## src/rtl/mem_access_ctrl_pkg.sv

```systemverilog
// Shared definitions for the MEM-stage data-memory access controller:
// load/store op codes, bus size codes and the registered request record.
package mem_access_ctrl_pkg;

    localparam logic [7:0] EXE_LB_OP  = 8'b1110_0000;
    localparam logic [7:0] EXE_LBU_OP = 8'b1110_0100;
    localparam logic [7:0] EXE_LH_OP  = 8'b1110_0001;
    localparam logic [7:0] EXE_LHU_OP = 8'b1110_0101;
    localparam logic [7:0] EXE_LW_OP  = 8'b1110_0011;
    localparam logic [7:0] EXE_SB_OP  = 8'b1110_1000;
    localparam logic [7:0] EXE_SH_OP  = 8'b1110_1001;
    localparam logic [7:0] EXE_SW_OP  = 8'b1110_1011;

    localparam logic [1:0] SIZE_BYTE = 2'd0;
    localparam logic [1:0] SIZE_HALF = 2'd1;
    localparam logic [1:0] SIZE_WORD = 2'd2;

    typedef struct packed {
        logic        wr;
        logic [1:0]  size;
        logic [31:0] addr;
        logic [31:0] wdata;
        logic [3:0]  wstrb;
    } mem_req_t;

    function automatic logic is_store_op(input logic [7:0] op);
        return (op == EXE_SB_OP) || (op == EXE_SH_OP) || (op == EXE_SW_OP);
    endfunction

endpackage

```

## src/rtl/mem_access_ctrl_store_align.sv

```systemverilog
// Combinational request shaping: bus size, byte strobes, lane-replicated
// store data and the alignment check for one load/store op.
module mem_store_align
    import mem_access_ctrl_pkg::*;
(
    input  logic [7:0]  i_alucontrol,
    input  logic [31:0] i_addr,
    input  logic [31:0] i_writedata,
    output logic [1:0]  o_size,
    output logic [3:0]  o_wstrb,
    output logic [31:0] o_wdata,
    output logic        o_misaligned
);

    always_comb begin
        o_size       = SIZE_WORD;
        o_wstrb      = 4'b0000;
        o_wdata      = 32'd0;
        o_misaligned = 1'b0;
        case (i_alucontrol)
            EXE_LB_OP, EXE_LBU_OP: begin
                o_size = SIZE_BYTE;
            end
            EXE_LH_OP, EXE_LHU_OP: begin
                o_size       = SIZE_HALF;
                o_misaligned = i_addr[0];
            end
            EXE_LW_OP: begin
                o_size       = SIZE_WORD;
                o_misaligned = |i_addr[1:0];
            end
            EXE_SB_OP: begin
                o_size  = SIZE_BYTE;
                o_wstrb = 4'b0001 << i_addr[1:0];
                o_wdata = {4{i_writedata[7:0]}};
            end
            EXE_SH_OP: begin
                o_size       = SIZE_HALF;
                o_wstrb      = i_addr[1] ? 4'b1100 : 4'b0011;
                o_wdata      = {2{i_writedata[15:0]}};
                o_misaligned = i_addr[0];
            end
            EXE_SW_OP: begin
                o_size       = SIZE_WORD;
                o_wstrb      = 4'b1111;
                o_wdata      = i_writedata;
                o_misaligned = |i_addr[1:0];
            end
            default: ;
        endcase
    end

endmodule

```

## src/rtl/mem_access_ctrl.sv

```systemverilog
// MEM-stage data-memory access controller: issues one bus transaction per
// aligned load/store, stalls until it completes and holds the raw read word.
module mem_access_ctrl
    import mem_access_ctrl_pkg::*;
(
    input  logic        clk,
    input  logic        resetn,
    input  logic        memenM,
    input  logic [7:0]  alucontrolM,
    input  logic [31:0] aluoutM,
    input  logic [31:0] writedataM,
    input  logic        flushM,
    input  logic        advanceM,
    output logic        data_req,
    output logic        data_wr,
    output logic [1:0]  data_size,
    output logic [31:0] data_addr,
    output logic [31:0] data_wdata,
    output logic [3:0]  data_wstrb,
    input  logic        data_addr_ok,
    input  logic        data_data_ok,
    input  logic [31:0] data_rdata,
    output logic [31:0] readdataM,
    output logic        stallM,
    output logic        adelM,
    output logic        adesM,
    output logic [31:0] badvaddrM
);

    typedef enum logic [2:0] {
        ST_IDLE  = 3'd0,
        ST_REQ   = 3'd1,
        ST_WAIT  = 3'd2,
        ST_DONE  = 3'd3,
        ST_DRAIN = 3'd4
    } state_e;

    state_e      r_state;
    state_e      w_state_next;
    mem_req_t    r_req;
    logic        r_is_load;
    logic [31:0] r_readdata;

    logic [1:0]  w_size;
    logic [3:0]  w_wstrb;
    logic [31:0] w_wdata;
    logic        w_misaligned;
    logic        w_is_store;
    logic        w_issue;

    mem_store_align u_store_align (
        .i_alucontrol (alucontrolM),
        .i_addr       (aluoutM),
        .i_writedata  (writedataM),
        .o_size       (w_size),
        .o_wstrb      (w_wstrb),
        .o_wdata      (w_wdata),
        .o_misaligned (w_misaligned)
    );

    assign w_is_store = is_store_op(alucontrolM);
    assign w_issue    = (r_state == ST_IDLE) & memenM & ~w_misaligned & ~flushM;

    always_comb begin
        w_state_next = r_state;
        case (r_state)
            ST_IDLE: begin
                if (w_issue)
                    w_state_next = ST_REQ;
            end
            ST_REQ: begin
                if (data_addr_ok)
                    w_state_next = ST_WAIT;
                else if (flushM)
                    w_state_next = ST_IDLE;
            end
            ST_WAIT: begin
                // A response arriving together with a flush still completes.
                if (data_data_ok)
                    w_state_next = ST_DONE;
                else if (flushM)
                    w_state_next = ST_DRAIN;
            end
            ST_DONE: begin
                if (advanceM || flushM)
                    w_state_next = ST_IDLE;
            end
            ST_DRAIN: begin
                if (data_data_ok)
                    w_state_next = ST_IDLE;
            end
            default: w_state_next = ST_IDLE;
        endcase
    end

    always_ff @(posedge clk or negedge resetn) begin
        if (!resetn)
            r_state <= ST_IDLE;
        else
            r_state <= w_state_next;
    end

    always_ff @(posedge clk or negedge resetn) begin
        if (!resetn) begin
            r_req     <= '0;
            r_is_load <= 1'b0;
        end else if (w_issue) begin
            r_req     <= '{wr: w_is_store, size: w_size, addr: aluoutM,
                           wdata: w_wdata, wstrb: w_wstrb};
            r_is_load <= ~w_is_store;
        end
    end

    // Only a live load's response is kept; drained responses never land here.
    always_ff @(posedge clk or negedge resetn) begin
        if (!resetn)
            r_readdata <= 32'd0;
        else if ((r_state == ST_WAIT) && data_data_ok && r_is_load)
            r_readdata <= data_rdata;
    end

    assign data_req   = (r_state == ST_REQ);
    assign data_wr    = r_req.wr;
    assign data_size  = r_req.size;
    assign data_addr  = r_req.addr;
    assign data_wdata = r_req.wdata;
    assign data_wstrb = r_req.wstrb;
    assign readdataM  = r_readdata;

    assign stallM = resetn & (w_issue | (r_state == ST_REQ) |
                              (r_state == ST_WAIT) | (r_state == ST_DRAIN));
    assign adelM  = resetn & memenM & w_misaligned & ~w_is_store;
    assign adesM  = resetn & memenM & w_misaligned & w_is_store;
    assign badvaddrM = (adelM | adesM) ? aluoutM : 32'd0;

endmodule

```

## config.mk

```make
export PLATFORM = sky130hd
export DESIGN_NAME = mem_access_ctrl
export DESIGN_NICKNAME = d
export VERILOG_FILES = /design/src/rtl/mem_access_ctrl_pkg.sv /design/src/rtl/mem_access_ctrl_store_align.sv /design/src/rtl/mem_access_ctrl.sv
export SDC_FILE = /design/constraint.sdc
export NUM_CORES = 1
export LEC_CHECK = 0
export ABC_AREA = 1
export CAP_MARGIN = 0
export CORE_MARGIN = 2
export CORE_UTILIZATION = 41
export DETAILED_ROUTE_END_ITERATION = 10
export PLACE_DENSITY = 0.84
export SLEW_MARGIN = 0
export SYNTH_ARGS = -nofsm -noshare
export SYNTH_HDL_FRONTEND = slang
export SYNTH_HIERARCHICAL = 1
export SYNTH_SLANG_ARGS = --single-unit
```

## constraint.sdc

```tcl
create_clock -name clk -period 2.1 [get_ports clk]
set_clock_uncertainty 0.05 [all_clocks]
set_input_delay 0.42 -clock clk [delete_from_list [all_inputs] [get_ports clk]]
set_output_delay 0.42 -clock clk [all_outputs]
set_load 0.01 [all_outputs]
```

Word level (Yosys, flattened, before mapping)

Cells that the tools add are included.

Logic and storage cells: 66
Bits in registers: 107

Eq/ne operators: 17
Shifts and indexed selects: 1
Reductions and logical operators: 11
Bitwise gates (word level): 15
Muxes and demuxes: 14

Operators by type and width:

| kind                | count |
|---|---|
| $pmux 32 s3         | 1 |
| $eq 8x8->1 const B  | 8 |
| $mux 32             | 1 |
| $mux 3              | 7 |
| $pmux 3 s5          | 1 |
| $pmux 4 s3          | 1 |
| $and 1x1->1         | 8 |
| $eq 3x2->1 const B  | 2 |
| $ne 2x2->1 const B  | 3 |
| $reduce_or 3->1     | 2 |
| $reduce_and 5->1    | 1 |
| $mux 4              | 1 |
| $or 1x1->1          | 4 |
| $pmux 2 s2          | 1 |
| $reduce_or 2->1     | 2 |
| $shl 1x2->4 const A | 1 |
| $eq 3x1->1 const B  | 1 |
| $eq 3x3->1 const B  | 1 |
| $logic_not 3->1     | 1 |
| $logic_or 1x1->1    | 3 |
| $ne 3x2->1 const B  | 1 |
| $ne 3x3->1 const B  | 1 |
| $not 1->1           | 3 |
| $logic_and 1x1->1   | 2 |
| $pmux 1 s2          | 1 |

Longest topological paths before layout

Gate-level depths: netlist of the first run.

Depth after elaboration: 10
Depth in mapped cells: 14
Depth with buffers taken out: 13

Modules after synthesis

Netlist of the first run, hierarchy kept.

By module, submodules not included:

| module          | sequential area each (µm²) | cells each | instances | area each (µm²) |
|---|---|---|---|---|
| mem_access_ctrl | 2677.6                     | 528        | 1         | 4403.0 |
| mem_store_align | 0.0                        | 141        | 1         | 750.7 |

Least setup slack after synthesis of the first run

No wires, ideal clock.

Path type: input port to output port
Start: in alucontrolM[4]
End: out badvaddrM[0]
Setup slack: 0.053 ns
Arrival time: 1.577 ns
Cell stages on the path: 9
Path through: inv_1 -> nand2_1 -> nor2_2 -> buf_6 -> nand4_1 -> nand2_1 -> nand3_1 -> clkbuf_1 -> nor2_1

Cells in the longest elaborated chain, start to end: 7

RTL lines:

| element                                                      | RTL line                                       | source |
|---|---|---|
| from (decl)                                                  | mem_access_ctrl.sv:9                           | `input logic [7:0] alucontrolM,` |
| $eq 8x8->1                                                   | mem_access_ctrl_store_align.sv:20              | `case (i_alucontrol)` |
| $reduce_or 3->1 (no line) or $reduce_or 2->1 (tied branches) | n/a                                            |  |
| $pmux 1 s2 (*)                                               | mem_access_ctrl_store_align.sv:20              |  |
| named net w_misaligned                                       | mem_access_ctrl.sv:47                          | `logic w_misaligned;` |
| $and 1x1->1 (*)                                              | mem_access_ctrl.sv:132, mem_access_ctrl.sv:133 |  |
| $and 1x1->1 (on tied branches)                               | mem_access_ctrl.sv:132, mem_access_ctrl.sv:133 |  |
| $or 1x1->1 (*)                                               | mem_access_ctrl.sv:134                         | `assign badvaddrM = (adelM \| adesM) ? aluoutM : 32'd0;` |
| $mux 32 (*)                                                  | mem_access_ctrl.sv:134                         |  |
| to (decl)                                                    | mem_access_ctrl.sv:27                          | `output logic [31:0] badvaddrM` |

The timed path passes the listed nets; every way through them passes the cells marked *.

Worst setup path after layout of the first run

Start: in alucontrolM[4]
End: out badvaddrM[20]

The elaborated chain is that of the path after synthesis.

==> run_results.csv, run 1 <==
group,metric,value,unit
synthesis,syn_area_per_cell,7.70,um^2
sta,relSlewSlack,48.0,%
sta,finalSetupTns,-1.27,ns
sta,whs,0.283,ns
placed_design,dp.cells,1078,
placed_design,hpwlAfterDp,11500,um
power,p_leak,0.00431,uW
min_path,min_path_type,"in2async",
synthesis,yosysWarnings,6,
synthesis,synth.net_count,780,
synthesis,synth_area,5150,um^2
status,status,"complete, but fails checks",
worst_setup_path,cpPeakStageDelay,0.15,ns
worst_setup_path,rr_worst_depth,7,
sta,finalSetupViolCount,26,
placed_design,port_buffers,249,
placed_design,postPlaceCellArea,7910,um^2
global_routing,grt_use_total,23.9,%
finish,synthToLayoutAreaGrowth,62.9,%
sta,hold_violations,0,
worst_setup_path,critPathTopFamily,"buffers and inverters",
clock_tree,path_clk_slew,0.07,ns
detailed_routing,vias,5356,
finish,seqCellArea,2680,um^2
clock_tree,cts_tree,"yes",
die,rows,40,
global_routing,grt_pass1_vias,5067,
clock_tree,htreeDepth,3,
sta,slew_viol_final,0,
die,core,12200,um^2
global_routing,grt_max_degree,65,
synthesis,ys_ff_latch,107,
clock_tree,clock_latency,0.33,ns
finish,fill_cells,954,
clock_tree,cts_made_buffers,9,
finish,postLayoutCoreUtil,69.0,%
synthesis,syn_inst,669,
worst_setup_path,crit_cells,12,
clock_tree,cts_root_buf,"clkbuf_16",
finish,num_antenna_cells,0,
die,die_w,116,um
worst_setup_path,crit_buf_inv,6,
sta,layout_setup_ws,-0.0885,ns
detailed_routing,totalWireLength,16400,um
sta,rsz0062_at_grt,"yes",
detailed_routing,drc,0,
detailed_routing,drtIter0Drc,410,
power,ir_drop,0.000440,V
detailed_routing,viasPerCell,4.84,
detailed_routing,ant_nets,0,
synthesis,synthDistinctLibCells,24,
clock_tree,clockBufferDepth,2,
finish,stdcell_area,8390,um^2
global_routing,overflow,0,
finish,multi_input_area,2050,um^2
global_routing,grt_pass1_wl,25200,um
clock_tree,hold_buffers,0,
power,power_density,905,nW/um^2
status,violations,"setup timing",
detailed_routing,wl_per_cell,14.8,um
sta,fin_crit,2.19,ns
sta,fin_crit_sh,104,%
worst_setup_path,worstSetupPathType,"in2out",
die,fp.dieArea,13500,um^2
sta,tightest_slew,0.781,ns
finish,nNetsFinal,1044,
finish,final_cell_count_no_fill,1106,
die,die_h,116,um
worst_setup_path,cp-start-kind,"primary input",
run,maxCapViolations,0,
detailed_routing,firstDrtPassIters,5,
clock_tree,cts.sinks,107,
worst_setup_path,required,1.63,ns
finish,drive_above_1_share,15.4,%
worst_setup_path,critPathSlowestCell,"buf_12",
worst_setup_path,arrival,1.72,ns
worst_setup_path,path_max_fanout,8,
die,pin_count,250,
worst_setup_path,path_cells,"buf_6 > inv_2 > nand2_2 > nor2_4 > nand4_1 > nand2_2 > nand3_4 > buf_12 > buf_12 > buf_16 > nor2_1 > buf_2",
worst_setup_path,endpoint_kind,"output port",
sta,fmax,457,MHz
die,start_util,42.4,%
synthesis,yosysSeqAreaShare,52.0,%
global_routing,grt_antenna_before_repair,1,
placed_design,gp_congestion,0.850,
-- power by group --
group,internal (uW),switching [uW],total [uW]
Clock,840,752,1590
Sequential,2680,350,3030
Combinational,1570,1410,2970
Total,5090,2510,7600
-- state kept, by name, summed over array words and instances (netlist names) --
name	count
readdataM	32
data_wdata	32
r_state	3
data_wr	1
r_is_load	1
data_addr	32
data_wstrb	4
data_size	2
-- worst register-to-register path, stage by stage, from the launching register on --
cell and delay, ns:
dfrtp_1 0.41, nor2_2 0.20, nand2_1 0.14, nor3_4 0.17, buf_6 0.31, inv_2 0.13, buf_12 0.20, o21ai_0 0.28
-- timing repair --
item | CTS | global route
buffers inserted | 5 | 4
resized for setup | 206 | 37
endpoints found under the setup margin | 108 | 75
cloned | 5 | 0
pin swaps | 11 | 10
-- metrics by stage --
stage / setup WS (ns) / total power, uW
floorplan: 0.0534 / 4220
global placement: -0.690 / 5940
detailed placement: -0.809 / 6030
CTS: -0.0887 / 7610
global route: -0.152 / 8080
finish: -0.0885 / 7600
-- area by class of cell --
class | instances | area share (%)
Clock buffer | 11 | 2.89
Tap cell | 168 | 2.50
Clock inverter | 5 | 0.432
Timing Repair Buffer | 287 | 33.5
Multi-Input combinational cell | 431 | 24.5
Inverter | 97 | 4.34
Sequential cell | 107 | 31.9
-- cells in the mapped netlist --
| cell | number | area share, % |
|---|---|---|
| clkbuf_1 | 17 | 1.2 |
| o211ai_4 | 1 | 0.41 |
| nand4_1 | 3 | 0.36 |
| clkbuf_8 | 1 | 0.27 |
| o22ai_1 | 1 | 0.12 |
| nor2_2 | 2 | 0.24 |
| buf_2 | 6 | 0.58 |
| nand2_1 | 205 | 15 |
| nor2_1 | 54 | 3.9 |
| nand3b_1 | 1 | 0.15 |
| dfrtp_1 | 107 | 52 |
| nor3_1 | 1 | 0.097 |
| inv_1 | 94 | 6.8 |
| o21ai_2 | 2 | 0.34 |
| buf_6 | 6 | 1.3 |
| nor2_4 | 2 | 0.44 |
| buf_4 | 4 | 0.58 |
| nor3_4 | 1 | 0.32 |
| nand2_2 | 3 | 0.36 |
| nand3_1 | 86 | 8.4 |
| nand3_2 | 2 | 0.39 |
| o21a_1 | 1 | 0.15 |
| inv_2 | 3 | 0.22 |
| o21ai_0 | 66 | 6.4 |
-- metal layers --
layer / part of all wire, % / vias to the layer above / global-route usage (%) / wire (um)
met2: 47 / 235 / 40.2 / 7760
met3: 8.7 / 27 / 6.18 / 1420
met5: 0.12 / - / 0 / 19
li1: - / 2605 / - / -
met4: 1.8 / 2 / 6.75 / 292
met1: 42 / 2487 / 30.9 / 6870
-- placed cells by master, fill, tap and decap left out, types with 11 or more instances in the layout --
cell and n:
buf_2 31, buf_4 26, buf_6 15, clkdlybuf4s50_1 201
dfrtp_1 107, inv_1 93, nand2_1 201, nand3_1 85
nor2_1 32, nor2_2 11, nor2_4 15, o21ai_0 66
-- cells by family (layout without fill, tap and decap cells) --
logic type / after synthesis / in the layout / share of synthesized area [%]
compound gates: 71 / 71 / 7.43
simple gates: 360 / 360 / 29.6
flops: 107 / 107 / 52.0
buf+inv: 131 / 400 / 11.0
-- worst paths after layout --
kind	startpoint	to	slack (ns)
setup / recovery	alucontrolM[4]	badvaddrM[20]	-0.09
hold / removal	resetn	data_addr[12]	0.28
setup reg to reg	r_state[0]	data_addr[27]	0.12
hold reg to reg	data_wdata[12]	data_wdata[12]	0.42
max in group asynchronous	resetn	readdataM[12]	1.12
min in group clk	data_wdata[12]	data_wdata[12]	0.42
Note: power is estimated with default switching activity, not from simulation.
==> run 2: changes to the inputs <==
PLACE_DENSITY = unset   (was 0.84)
PLACE_DENSITY_LB_ADDON = 0.2   (was unset)
TNS_END_PERCENT = 100   (was unset)
==> run 2 against run 1 <==
The flow now finishes without violations. Cell count unchanged. Flip-flop and latch count unchanged. Setup slack improved by 0.090 ns. Sequential share of layout area increased by 0.057 points. Total power increased by 2.1%. Clock power increased by 5%. Register-to-register slack improved by 0.09 ns. Cell area decreased by 0.18%. Non-clock buffer count unchanged. Core utilization decreased by 0.12 points. Critical path depth decreased by 1. Wire length increased by 2.5%. Critical endpoint is now badvaddrM[22].
==> run_results.csv, run 2 (synthesis results as in run 1) <==
group,metric,value,unit
status,status,"completed",
sta,finalSetupViolCount,0,
global_routing,grt_max_degree,65,
worst_setup_path,crit_buf_inv,5,
clock_tree,cts_made_buffers,9,
global_routing,grt_use_met2,43.4,%
placed_design,gp_congestion,0.866,
worst_setup_path,path_cells,"buf_6 > inv_2 > nand2_2 > nor2_4 > nand4_1 > nand2_2 > nand3_4 > buf_12 > buf_16 > nor2_1 > buf_2",
global_routing,grt_antenna_before_repair,1,
die,die_h,116,um
detailed_routing,drc,0,
detailed_routing,drtIter0Drc,342,
die,rows,40,
detailed_routing,wl_per_cell,15.2,um
worst_setup_path,critPathTopFamily,"simple AND/OR/NAND/NOR gates",
sta,whs,0.169,ns
placed_design,port_buffers,249,
finish,layout_common_cells,"201 x nand2_1, 201 x clkdlybuf4s50_1, 107 x dfrtp_1",
clock_tree,cts_root_buf,"clkbuf_16",
detailed_routing,firstDrtPassIters,7,
sta,fin_crit,2.10,ns
worst_setup_path,critPathSlowestCell,"buf_12",
worst_setup_path,endpoint_kind,"output port",
placed_design,postPlaceCellArea,7970,um^2
die,fp.dieArea,13500,um^2
finish,num_antenna_cells,0,
worst_setup_path,worstSetupPathType,"in2out",
sta,tightest_slew,0.780,ns
placed_design,place_ws,-0.741,ns
clock_tree,clock_latency,0.34,ns
sta,slew_viol_final,0,
finish,nNetsFinal,1044,
die,core,12200,um^2
sta,finalSetupTns,0,ns
die,pin_count,250,
global_routing,use_met1,29.2,%
global_routing,overflow,0,
global_routing,grt_most_used_layer,"met2",
sta,hold_violations,0,
sta,fin_crit_sh,99.9,%
power,power_density,925,nW/um^2
sta,relSlewSlack,48.0,%
sta,layout_setup_ws,0.00148,ns
power,p_leak,0.00433,uW
worst_setup_path,path_max_fanout,8,
detailed_routing,vias,5403,
min_path,min_path_type,"in2async",
worst_setup_path,cp-start-kind,"primary input",
global_routing,grt_use_total,24.6,%
worst_setup_path,cpPeakStageDelay,0.18,ns
detailed_routing,ant_nets,0,
worst_setup_path,required,1.63,ns
clock_tree,htreeDepth,3,
global_routing,grt_pass1_wl,26100,um
global_routing,grt_pass1_vias,5181,
sta,fmax,477,MHz
placed_design,hpwlAfterDp,12300,um
clock_tree,hold_buffers,0,
global_routing,grt_util_met3,6.95,%
finish,stdcell_area,8380,um^2
run,maxCapViolations,0,
worst_setup_path,arrival,1.63,ns
power,ir_drop,0.000645,V
clock_tree,clockBufferDepth,2,
detailed_routing,totalWireLength,16800,um
finish,postLayoutCoreUtil,68.9,%
clock_tree,cts.sinks,107,
die,die_w,116,um
worst_setup_path,crit_top_cell,"nand2_2",
clock_tree,cts_tree,"yes",
finish,synthToLayoutAreaGrowth,62.6,%
sta,rsz0062_at_grt,"yes",
clock_tree,path_clk_slew,0.07,ns
detailed_routing,viasPerCell,4.89,
die,start_util,42.4,%
finish,drive_above_1_share,14.7,%
run 2: changes by cell type in the layout (fill, tap and decap cells not counted), moves of 2 or more:
| cell | change |
|---|---|
| nor2_1 | +8 |
| clkbuf_2 | +6 |
| nor2_2 | -6 |
| buf_2 | -5 |
| buf_12 | +2 |
| buf_6 | -2 |
| clkinv_4 | +2 |
| clkinvlp_4 | -2 |
| inv_8 | +2 |
| nor2_4 | -2 |
run 2: routing by layer:
metal  up-vias  share of wire, %
met5         -             0.078
met3        41               8.6
met1      2518                40
met2       240                49
met4         2               2.7
li1       2602                 -
run 2: final cells by class:
type	instances	area [um^2]
timing repair buffer	287	2800
multi-input combinational	431	2030
fill	996	3780
clock buffer	10	239
sequential	107	2680
tap	168	210
inverter	97	364
clock inverter	6	56.3
run 2: final timing paths:
| path | startpoint | end | slack (ns) | cells after the start |
|---|---|---|---|---|
| min | resetn | data_addr[3] | 0.17 | 2 |
| max reg2reg | r_state[0] | data_addr[27] | 0.21 | 8 |
| min in group clk | data_size[1] | data_size[1] | 0.42 | 2 |
| max in group asynchronous | resetn | data_wdata[21] | 0.61 | 3 |
| min reg2reg | data_size[1] | data_size[1] | 0.42 | 2 |
| max | alucontrolM[4] | badvaddrM[22] | 0.001 | 11 |
run 2: where the power goes:
group | internal (uW) | total [uW] | switching [uW] | leakage (uW)
clock | 863 | 1670 | 804 | 0.000143
combinational | 1620 | 3050 | 1430 | 0.00279
sequential | 2680 | 3040 | 356 | 0.00140
run 2: timing repair:
item | 4_1_cts | 5_1_grt
cloned | 3 | 0
buffers inserted | 2 | 3
endpoints found under the setup margin | 108 | 105
pin swaps | 11 | 12
hold endpoints to repair | 0 | 0
gates resized for setup | 175 | 55
run 2: through the flow:
stage / power, uW / std cells
floorplan: 4220 / 669
global placement: 5990 / 1082
detailed placement: 6120 / 1082
CTS: 7800 / 1103
global route: 8220 / 1106
finish: 7750 / 1106
==> run 3: changes to the inputs <==
ABC_AREA = unset   (was 1)
CORE_UTILIZATION = 42   (was 41)
GPL_TIMING_DRIVEN = 0   (was unset)
PLACE_DENSITY_LB_ADDON = 0.05   (was 0.2)
==> run 3 against run 2 <==
The flow now finishes with violations (setup timing). Clock power barely moved. Die area rose by 1.3%. Wire length fell by 7.4%. Non-clock buffer count rose by 3. Critical path type unchanged. Largest power group unchanged. Highest routed layer is now met4.
==> run_results.csv, run 3 <==
group,metric,value,unit
worst_setup_path,path_cells,"clkdlybuf4s15_2 > o21ai_4 > nand3_4 > nor2_4 > and3_4 > buf_8 > buf_8 > and2_4 > buf_6",
worst_setup_path,required,1.63,ns
clock_tree,clock_latency,0.35,ns
die,die_w,117,um
placed_design,gp_congestion,0.802,
power,power_density,946,nW/um^2
global_routing,grt_use_total,22.6,%
detailed_routing,wl_per_cell,18.2,um
worst_setup_path,r2r_start,"r_state[1]",
synthesis,yosysTopAreaCell,"dfrtp_1",
sta,whs,0.0703,ns
min_path,min_path_type,"in2async",
synthesis,synthDistinctLibCells,37,
sta,finalSetupViolCount,35,
run,maxCapViolations,0,
sta,relSlewSlack,47.3,%
clock_tree,path_clk_slew,0.07,ns
detailed_routing,viasPerCell,4.91,
worst_setup_path,critPathCapture,"badvaddrM[0]",
global_routing,grt_pass1_wl,23700,um
detailed_routing,ant_nets,0,
finish,final_cell_count_no_fill,854,
global_routing,grt_pass1_vias,4392,
sta,tightest_slew,0.788,ns
die,pin_count,250,
synthesis,synth_ff_type,"dfrtp_1",
detailed_routing,firstDrtPassIters,4,
sta,slew_viol_final,0,
synthesis,ys_ff_latch,107,
detailed_routing,vias,4195,
worst_setup_path,arrival,1.80,ns
sta,fin_crit_sh,108,%
clock_tree,cts.sinks,107,
sta,fin_crit,2.27,ns
power,p_leak,0.00404,uW
detailed_routing,totalWireLength,15500,um
die,die_h,117,um
synthesis,async_flop_share,100,%
clock_tree,cts_tree,"yes",
global_routing,grt_max_degree,31,
worst_setup_path,path_max_fanout,5,
sta,hold_violations,0,
die,start_util,42.8,%
die,rows,41,
sta,rsz0062_at_grt,"yes",
synthesis,yosysWarnings,6,
synthesis,synth_xor_area_share,0,%
synthesis,synth_top_family_by_area,"multiplexers",
sta,layout_setup_ws,-0.173,ns
clock_tree,cts_made_buffers,9,
synthesis,yosysSeqAreaShare,50.0,%
worst_setup_path,cpPeakStageDelay,0.27,ns
synthesis,synthMostInstantiatedCell,"dfrtp_1",
worst_setup_path,reg2reg_to,"data_wdata[26]",
synthesis,synth_compound_area_share,6.24,%
worst_setup_path,cp-start-kind,"primary input",
worst_setup_path,crit_top_cell,"buf_8",
worst_setup_path,critPathSlowestCell,"clkdlybuf4s15_2",
synthesis,synth_edf_count,0,
die,fp.dieArea,13700,um^2
synthesis,ys_top_cells_by_area,"dfrtp_1 50%, mux2_4 19%, mux2_2 7.2%",
synthesis,syn_inst,399,
finish,layout_common_cells,"202 x clkdlybuf4s50_1, 107 x dfrtp_1, 69 x mux2_4",
finish,final_common_cell,"clkdlybuf4s50_1",
finish,num_antenna_cells,0,
synthesis,syn_area_per_cell,13.4,um^2
clock_tree,cts_root_buf,"clkbuf_16",
synthesis,synthAdderAreaFrac,0,%
die,core,12500,um^2
finish,nNetsFinal,788,
synthesis,synth_area,5350,um^2
synthesis,yosys.area_share.simple,12.8,%
clock_tree,htreeDepth,3,
finish,synthToLayoutAreaGrowth,64.5,%
detailed_routing,drtIter0Drc,122,
power,ir_drop,0.000586,V
status,violations,"setup timing",
worst_setup_path,worstSetupPathType,"in2out",
worst_setup_path,endpoint_kind,"output port",
finish,fill_cells,930,
status,status,"complete, but fails checks",
worst_setup_path,rr_worst_depth,5,
global_routing,overflow,0,
placed_design,hpwlAfterDp,11000,um
worst_setup_path,rrSetupSlack,0.39,ns
placed_design,port_buffers,249,
sta,fmax,440,MHz
clock_tree,clockBufferDepth,2,
synthesis,synth_top_area_share,50.0,%
synthesis,synthMuxAreaShare,26.7,%
global_routing,grt_antenna_before_repair,0,
placed_design,dp.cells,821,
finish,drive_above_1_share,38.3,%
synthesis,synth.net_count,510,
detailed_routing,drc,0,
worst_setup_path,crit_start,"alucontrolM[3]",
synthesis,synthTopCellsByCount,"107 x dfrtp_1, 69 x mux2_4, 42 x and2_1",
[run 3: cell types whose count changed in the layout (fill, tap and decap cells not counted), sizes merged, moves of 7 or more]
cell    before  now
nor2        58   14
nand2      208   27
o21ai       68    2
nor2b        0    7
a22oi        0    8
nand2b       0    8
a21o         0    8
a21oi        0   20
inv        100    6
and2         0   42
nand3       88    4
mux2         0  103
[run 3: layout make-up]
type,instances,area [um^2],share of cell area [%]
tap,172,215,2.44
multi-input combinational,265,2610,29.6
clock buffer,11,243,2.76
buffer,21,238,2.70
timing repair buffer,269,2760,31.4
clock inverter,5,45.0,0.512
inverter,4,15.0,0.171
sequential,107,2680,30.4
[run 3: where the power goes]
group	switching (uW)	internal [uW]	leakage, uW	total (uW)
clock	788	856	0.000138	1640
sequential	354	2730	0.00135	3080
combinational	1290	2310	0.00256	3600
[run 3: kinds of logic (layout without fill, tap and decap cells)]
logic type             count (synthesis)  in the layout
DFF                                  107            107
and+or+nand+nor                      116            116
muxes                                104            104
AOI/OAI and AO/OA                     45             45
buffers and inverters                 27            310
[run 3: repair_timing]
action	in CTS	in global routing
endpoints found under the setup margin	108	35
endpoints found under the hold margin	48	0
resized for setup	247	43
hold buffers	6	0
cloned	4	0
pin swaps	25	8
buffers inserted	9	2
[run 3: per-stage QoR]
stage          area (um^2)  setup slack (ns)  setup TNS (ns)  power (uW)  util, %
2_1_floorplan         5350            0.0203               0        4810        -
3_3_place_gp          8060             -4.79         -602.57        6620     64.4
3_5_place_dp          8090             -1.66         -107.63        6700     64.6
4_1_cts               8690            -0.210           -6.41        8420     69.4
5_1_grt               8800            -0.235           -6.92        8780     70.3
6_report              8800            -0.173           -4.76        8330     70.3
[run 3: critical path, delay by kind of cell]
family / cells / cell delay [ns]
compound gates: 1 / 0.19
buf+inv: 4 / 0.62
simple gates: 4 / 0.57
[run 3: how the worst min path moves through the flow]
| stage | depth (start not counted) | endpoint | slack [ns] |
|---|---|---|---|
| global placement | 1 | readdataM[25] | 0.43 |
| CTS | 3 | data_wdata[5] | 0.06 |
| floorplan | 0 | data_addr[0] | 0.07 |
| global route | 3 | data_wdata[0] | 0.07 |
| finish | 3 | data_wdata[22] | 0.07 |
| detailed placement | 1 | readdataM[3] | 0.44 |
[run 3: layer usage]
metal	wire, um	global-route usage (%)
met5	0	0
met4	212	5.41
met3	1070	5.87
met2	7720	37.8
met1	6540	29.7
==> variant 1, RTL diff (flow settings as in run 3) <==
The 5 states of `state_e` get a one-hot encoding in 5 bits.
--- a/src/rtl/mem_access_ctrl.sv
+++ b/src/rtl/mem_access_ctrl.sv
@@ -27,12 +27,12 @@
     output logic [31:0] badvaddrM
 );
 
-    typedef enum logic [2:0] {
-        ST_IDLE  = 3'd0,
-        ST_REQ   = 3'd1,
-        ST_WAIT  = 3'd2,
-        ST_DONE  = 3'd3,
-        ST_DRAIN = 3'd4
+    typedef enum logic [4:0] {
+        ST_IDLE  = 5'b00001,
+        ST_REQ   = 5'b00010,
+        ST_WAIT  = 5'b00100,
+        ST_DONE  = 5'b01000,
+        ST_DRAIN = 5'b10000
     } state_e;
 
     state_e      r_state;
Formal check against the unedited RTL: same outputs for any inputs over 10 cycles, from zero or initial values and one cycle with resetn low; not proved beyond that.
==> variant 1 against run 3 <==
- total power down 9.2%
- largest cell class unchanged
- routed wire length grew 0.78%
- cell count is 2.2% higher
- synthesized area shrank 0.44%
- the run ends with negative hold slack, negative setup slack left
- utilization down 0.60 points
- sequential cell count increased by 2
- setup slack got worse by 0.065 ns
- critical path depth rose by 2
- cell area down 0.85%
- sequential power is 4% lower
==> variant 1: results (changes against run 3) <==
status: "finished with violations"  # unchanged
failed_checks: "negative hold slack, negative setup slack"  # was negative setup slack
multi_input_area_share: 0.2923  # was 0.2962
timing.final.ws_setup_ns: -0.2386  # was -0.1733 ns
nMultiInputCombCells: 282  # was 265
reg2regPathDepth: 7  # was 5
cp-endpoint: "stallM"  # was badvaddrM[0]
area_delta_synth_final_pct: 63.79  # was 64.47%
max_stage_delay_ns: 0.21  # was 0.27 ns
seq_share: 0.3128  # was 0.3042
synth_cells: 420  # was 399
worstPathArrival_ns: 1.87  # was 1.80 ns
grt_usage: 0.2298  # was 0.2263
drive_above_1_share: 0.3181  # was 0.3827
drt_iter0_drc: 174  # was 122
crit_start: "alucontrolM[7]"  # was alucontrolM[3]
grt_max_degree: 59  # was 31
gp_congestion: 0.8198  # was 0.8022
postPlaceCellArea_mm2: 0.008094  # was 0.008085 mm^2
ys_ff_latch: 109  # was 107
synthDistinctLibCells: 44  # was 37
path_delay_family: "simple AND/OR/NAND/NOR gates"  # was buffers and inverters
slowest_stage: "and4b_1"  # was clkdlybuf4s15_2
max_slew.worst_pin.slew_ns: 0.7209  # was 0.7879 ns
postCtsSetupRepairBufs: 10  # was 9
internal_power_uw: 5386  # was 5898 uW
nonClkBufAreaFrac: 0.3356  # was 0.3408
n_fill_cell: 988  # was 930
power_leakage_uw: 0.004004  # was 0.004043 uW
hold_violations: 35  # was 0
ys_top_cells_by_area: "dfrtp_1 51%, mux2_1 9.7%, mux2_4 8.5%"  # was dfrtp_1 50%, mux2_4 19%, mux2_2 7.2%
dp.cells: 842  # was 821
totalWireLength_mm: 15.66  # was 15.54 mm
worstPathMaxFanout: 2  # was 5
synth_common_cells: "108 x dfrtp_1, 46 x mux2_1, 42 x and2_1"  # was 107 x dfrtp_1, 69 x mux2_4, 42 x and2_1
synth-seq-area-share: 0.5121  # was 0.5002
grt_pass1_wl_mm: 23.66  # was 23.65 mm
whs_ns: -0.03094  # was 0.07034 ns
fin_tns_setup_ns: -7.121  # was -4.758 ns
r2r_end: "data_wdata[2]$_DFFE_PN0P_"  # was data_wdata[26]$_DFFE_PN0P_
setup_viol: 35  # unchanged
-- variant 1: per-layer routing --
metal	up-vias	global-route usage	routed length, um
li1	2011	-	-
met4	0	0.08784	331
met1	2147	0.2972	6429
met5	-	0	0
met3	21	0.04774	928
met2	144	0.3818	7967
-- variant 1: kinds of logic after synthesis --
| group | count (synthesis) | synth area share |
|---|---|---|
| and+or+nand+nor | 129 | 0.1404 |
| AOI/OAI and AO/OA | 50 | 0.06833 |
| muxes | 102 | 0.2367 |
| xor gates and xnor gates | 1 | 0.001644 |
| DFF | 109 | 0.5121 |
| buffers and inverters | 29 | 0.04085 |
-- variant 1: power groups by stage --
stage	logic, uW	clock network, uW	registers [uW]
4_1_cts	2940	1700	2970
3_3_place_gp	2840	0	2990
6_report	2930	1660	2970
3_5_place_dp	2900	0	3000
2_1_floorplan	981	0	3260
5_1_grt	3090	1780	3050
==> variant 2, RTL diff (config.mk and constraints of run 3) <==
Made on the original files. Make the reset (`resetn`) synchronous in 3 clocked blocks.
--- a/src/rtl/mem_access_ctrl.sv
+++ b/src/rtl/mem_access_ctrl.sv
@@ -93,14 +93,14 @@
         endcase
     end
 
-    always_ff @(posedge clk or negedge resetn) begin
+    always_ff @(posedge clk) begin
         if (!resetn)
             r_state <= ST_IDLE;
         else
             r_state <= w_state_next;
     end
 
-    always_ff @(posedge clk or negedge resetn) begin
+    always_ff @(posedge clk) begin
         if (!resetn) begin
             r_req     <= '0;
             r_is_load <= 1'b0;
@@ -112,7 +112,7 @@
     end
 
     // Only a live load's response is kept; drained responses never land here.
-    always_ff @(posedge clk or negedge resetn) begin
+    always_ff @(posedge clk) begin
         if (!resetn)
             r_readdata <= 32'd0;
         else if ((r_state == ST_WAIT) && data_data_ok && r_is_load)
Behaviour: differs if resetn is asserted again (counterexample within 4 cycles, from zero or initial values and one cycle with resetn low); with resetn held inactive, the same outputs for 10 cycles.
==> variant 2 against run 3 <==
- the run still ends with negative setup slack left
- critical path depth increased by 4
- sequential cell count is the same
- routed wire length is 12% higher
- setup slack worse by 0.35 ns
- sequential share of layout area decreased by 5.6 points
- fmax decreased by 13%
- non-clock buffer count rose by 43
- synthesized area is 4.7% lower
- cell area fell by 1.8%
Power is not compared: it rests on default switching activity, and its combinational part moved more than twofold at a synthesized area within 25%.
==> variant 2: results (changes against run 3) <==
synth_mux_area_frac: 0.005887  # was 0.2669
failed_checks: "negative setup slack"  # unchanged
final_area_mm2: 0.008642  # was 0.008803 mm^2
portBuffers: 249  # unchanged
hold_path_class: "in2reg"  # was in2async
synth-compound-area-share: 0.2259  # was 0.06241
pre_cts_ws_ns: -1.816  # was -1.657 ns
ys_top_cells_by_area: "dfxtp_1 42%, nand2_1 17%, a21boi_1 12%"  # was dfrtp_1 50%, mux2_4 19%, mux2_2 7.2%
dr_total_vias: 5419  # was 4195
synth-seq-area-share: 0.4199  # was 0.5002
cts-htree-levels: 3  # unchanged
final_cell_count_no_fill: 1086  # was 854
grt_pass1_wl_mm: 26.87  # was 23.65 mm
max_stage_delay_ns: 0.30  # was 0.27 ns
syn_area_per_cell_um2: 7.996  # was 13.42 um^2
grt_usage: 0.2626  # was 0.2263
drt_iter0_drc: 206  # was 122
worstPathMaxFanout: 4  # was 5
clk_pin_slew_ns: 0.07  # about the same
antenna_found_initial: 1  # was 0
grt_max_degree: 19  # was 31
drive_above_1_share: 0.2122  # was 0.3827
clk_latency_ns: 0.34
wl_per_cell_um: 16.07  # was 18.19 um
postPlaceCellArea_mm2: 0.007835  # was 0.008085 mm^2
first_pass_iters: 5  # was 4
relSlewSlack: 0.4334  # was 0.4730
path_delay_family: "simple AND/OR/NAND/NOR gates"  # was buffers and inverters
setup_viol: 97  # was 35
timing.final.ws_setup_ns: -0.5235  # was -0.1733 ns
hpwlAfterDp_mm: 12.99  # was 11.02 mm
grt_pass1_vias: 5346  # was 4392
gp_congestion: 0.8163  # was 0.8022
syn_nets: 749  # was 510
async_flop_share: 0  # was 1.000
synthDistinctLibCells: 43  # was 37
n_fill_cell: 891  # was 930
synthXorXnorAreaFrac: 0.001717  # was 0
cts-root-buf: "clkbuf_16"  # unchanged
fin_tns_setup_ns: -22.12  # was -4.758 ns
synth_flop_cell: "dfxtp_1"  # was dfrtp_1
synth_common_cells: "233 x nand2_1, 107 x dfxtp_1, 81 x a21boi_1"  # was 107 x dfrtp_1, 69 x mux2_4, 42 x and2_1
cts_buffers: 9  # unchanged
dp.cells: 1034  # was 821
slowest_stage: "and4b_2"  # was clkdlybuf4s15_2
worstPathArrival_ns: 2.15  # was 1.80 ns
status: "finished with violations"  # unchanged
[variant 2: cell types whose count changed in the layout (fill, tap and decap cells not counted), sizes merged, moves of 3 or more]
cell / before / now
mux2: 103 / 0
dlygate4sd3: 3 / 0
nand2: 27 / 234
dfxtp: 0 / 107
buf: 80 / 108
o21ai: 2 / 6
a21boi: 0 / 104
clkbuf: 13 / 31
dfrtp: 107 / 0
[variant 2: power breakdown]
part	internal (uW)	leakage (uW)	total, uW	switching, uW
Combinational	754	0.00226	1430	673
Sequential	2130	0.000866	2190	64.2
Clock	851	0.000137	1640	792
Total	3730	0.00326	5260	1530
[variant 2: area by class of cell]
class / instances / area share
diodes: 1 / 0.0002896
plain buffers: 44 / 0.04619
clock buffers: 10 / 0.02765
clock inverters: 5 / 0.005212
inverters: 4 / 0.002027
multi-input cells: 479 / 0.3234
flip-flops and latches: 107 / 0.2480
well taps: 147 / 0.02128
repair buffers: 289 / 0.3259
[variant 2: worst paths after layout]
kind                              start                         end  slack [ns]  cells past startpoint
min                          aluoutM[0]   data_addr[0]$_SDFFE_PN0P_        0.34                      3
min reg2reg  data_addr[26]$_SDFFE_PN0P_  data_addr[26]$_SDFFE_PN0P_        0.40                      2
max reg2reg     r_state[0]$_SDFFE_PN0P_     r_state[0]$_SDFFE_PN0P_        0.22                      5
max                      alucontrolM[4]                badvaddrM[2]       -0.52                     13
[variant 2: per-layer routing]
layer | GRT usage | wire [um] | vias to the layer above
met3 | 0.07253 | 1495 | 23
met1 | 0.3068 | 6840 | 2505
met4 | 0.08293 | 294 | 0
met5 | 0 | 0 | -
met2 | 0.4663 | 8818 | 209
li1 | - | - | 2682
[variant 2: timing repair]
item	in CTS	in global routing
endpoints found under the setup margin	113	131
gates resized for setup	254	60
hold buffers	0	0
pin swaps	9	6
setup buffers	30	8
gates cloned	3	0
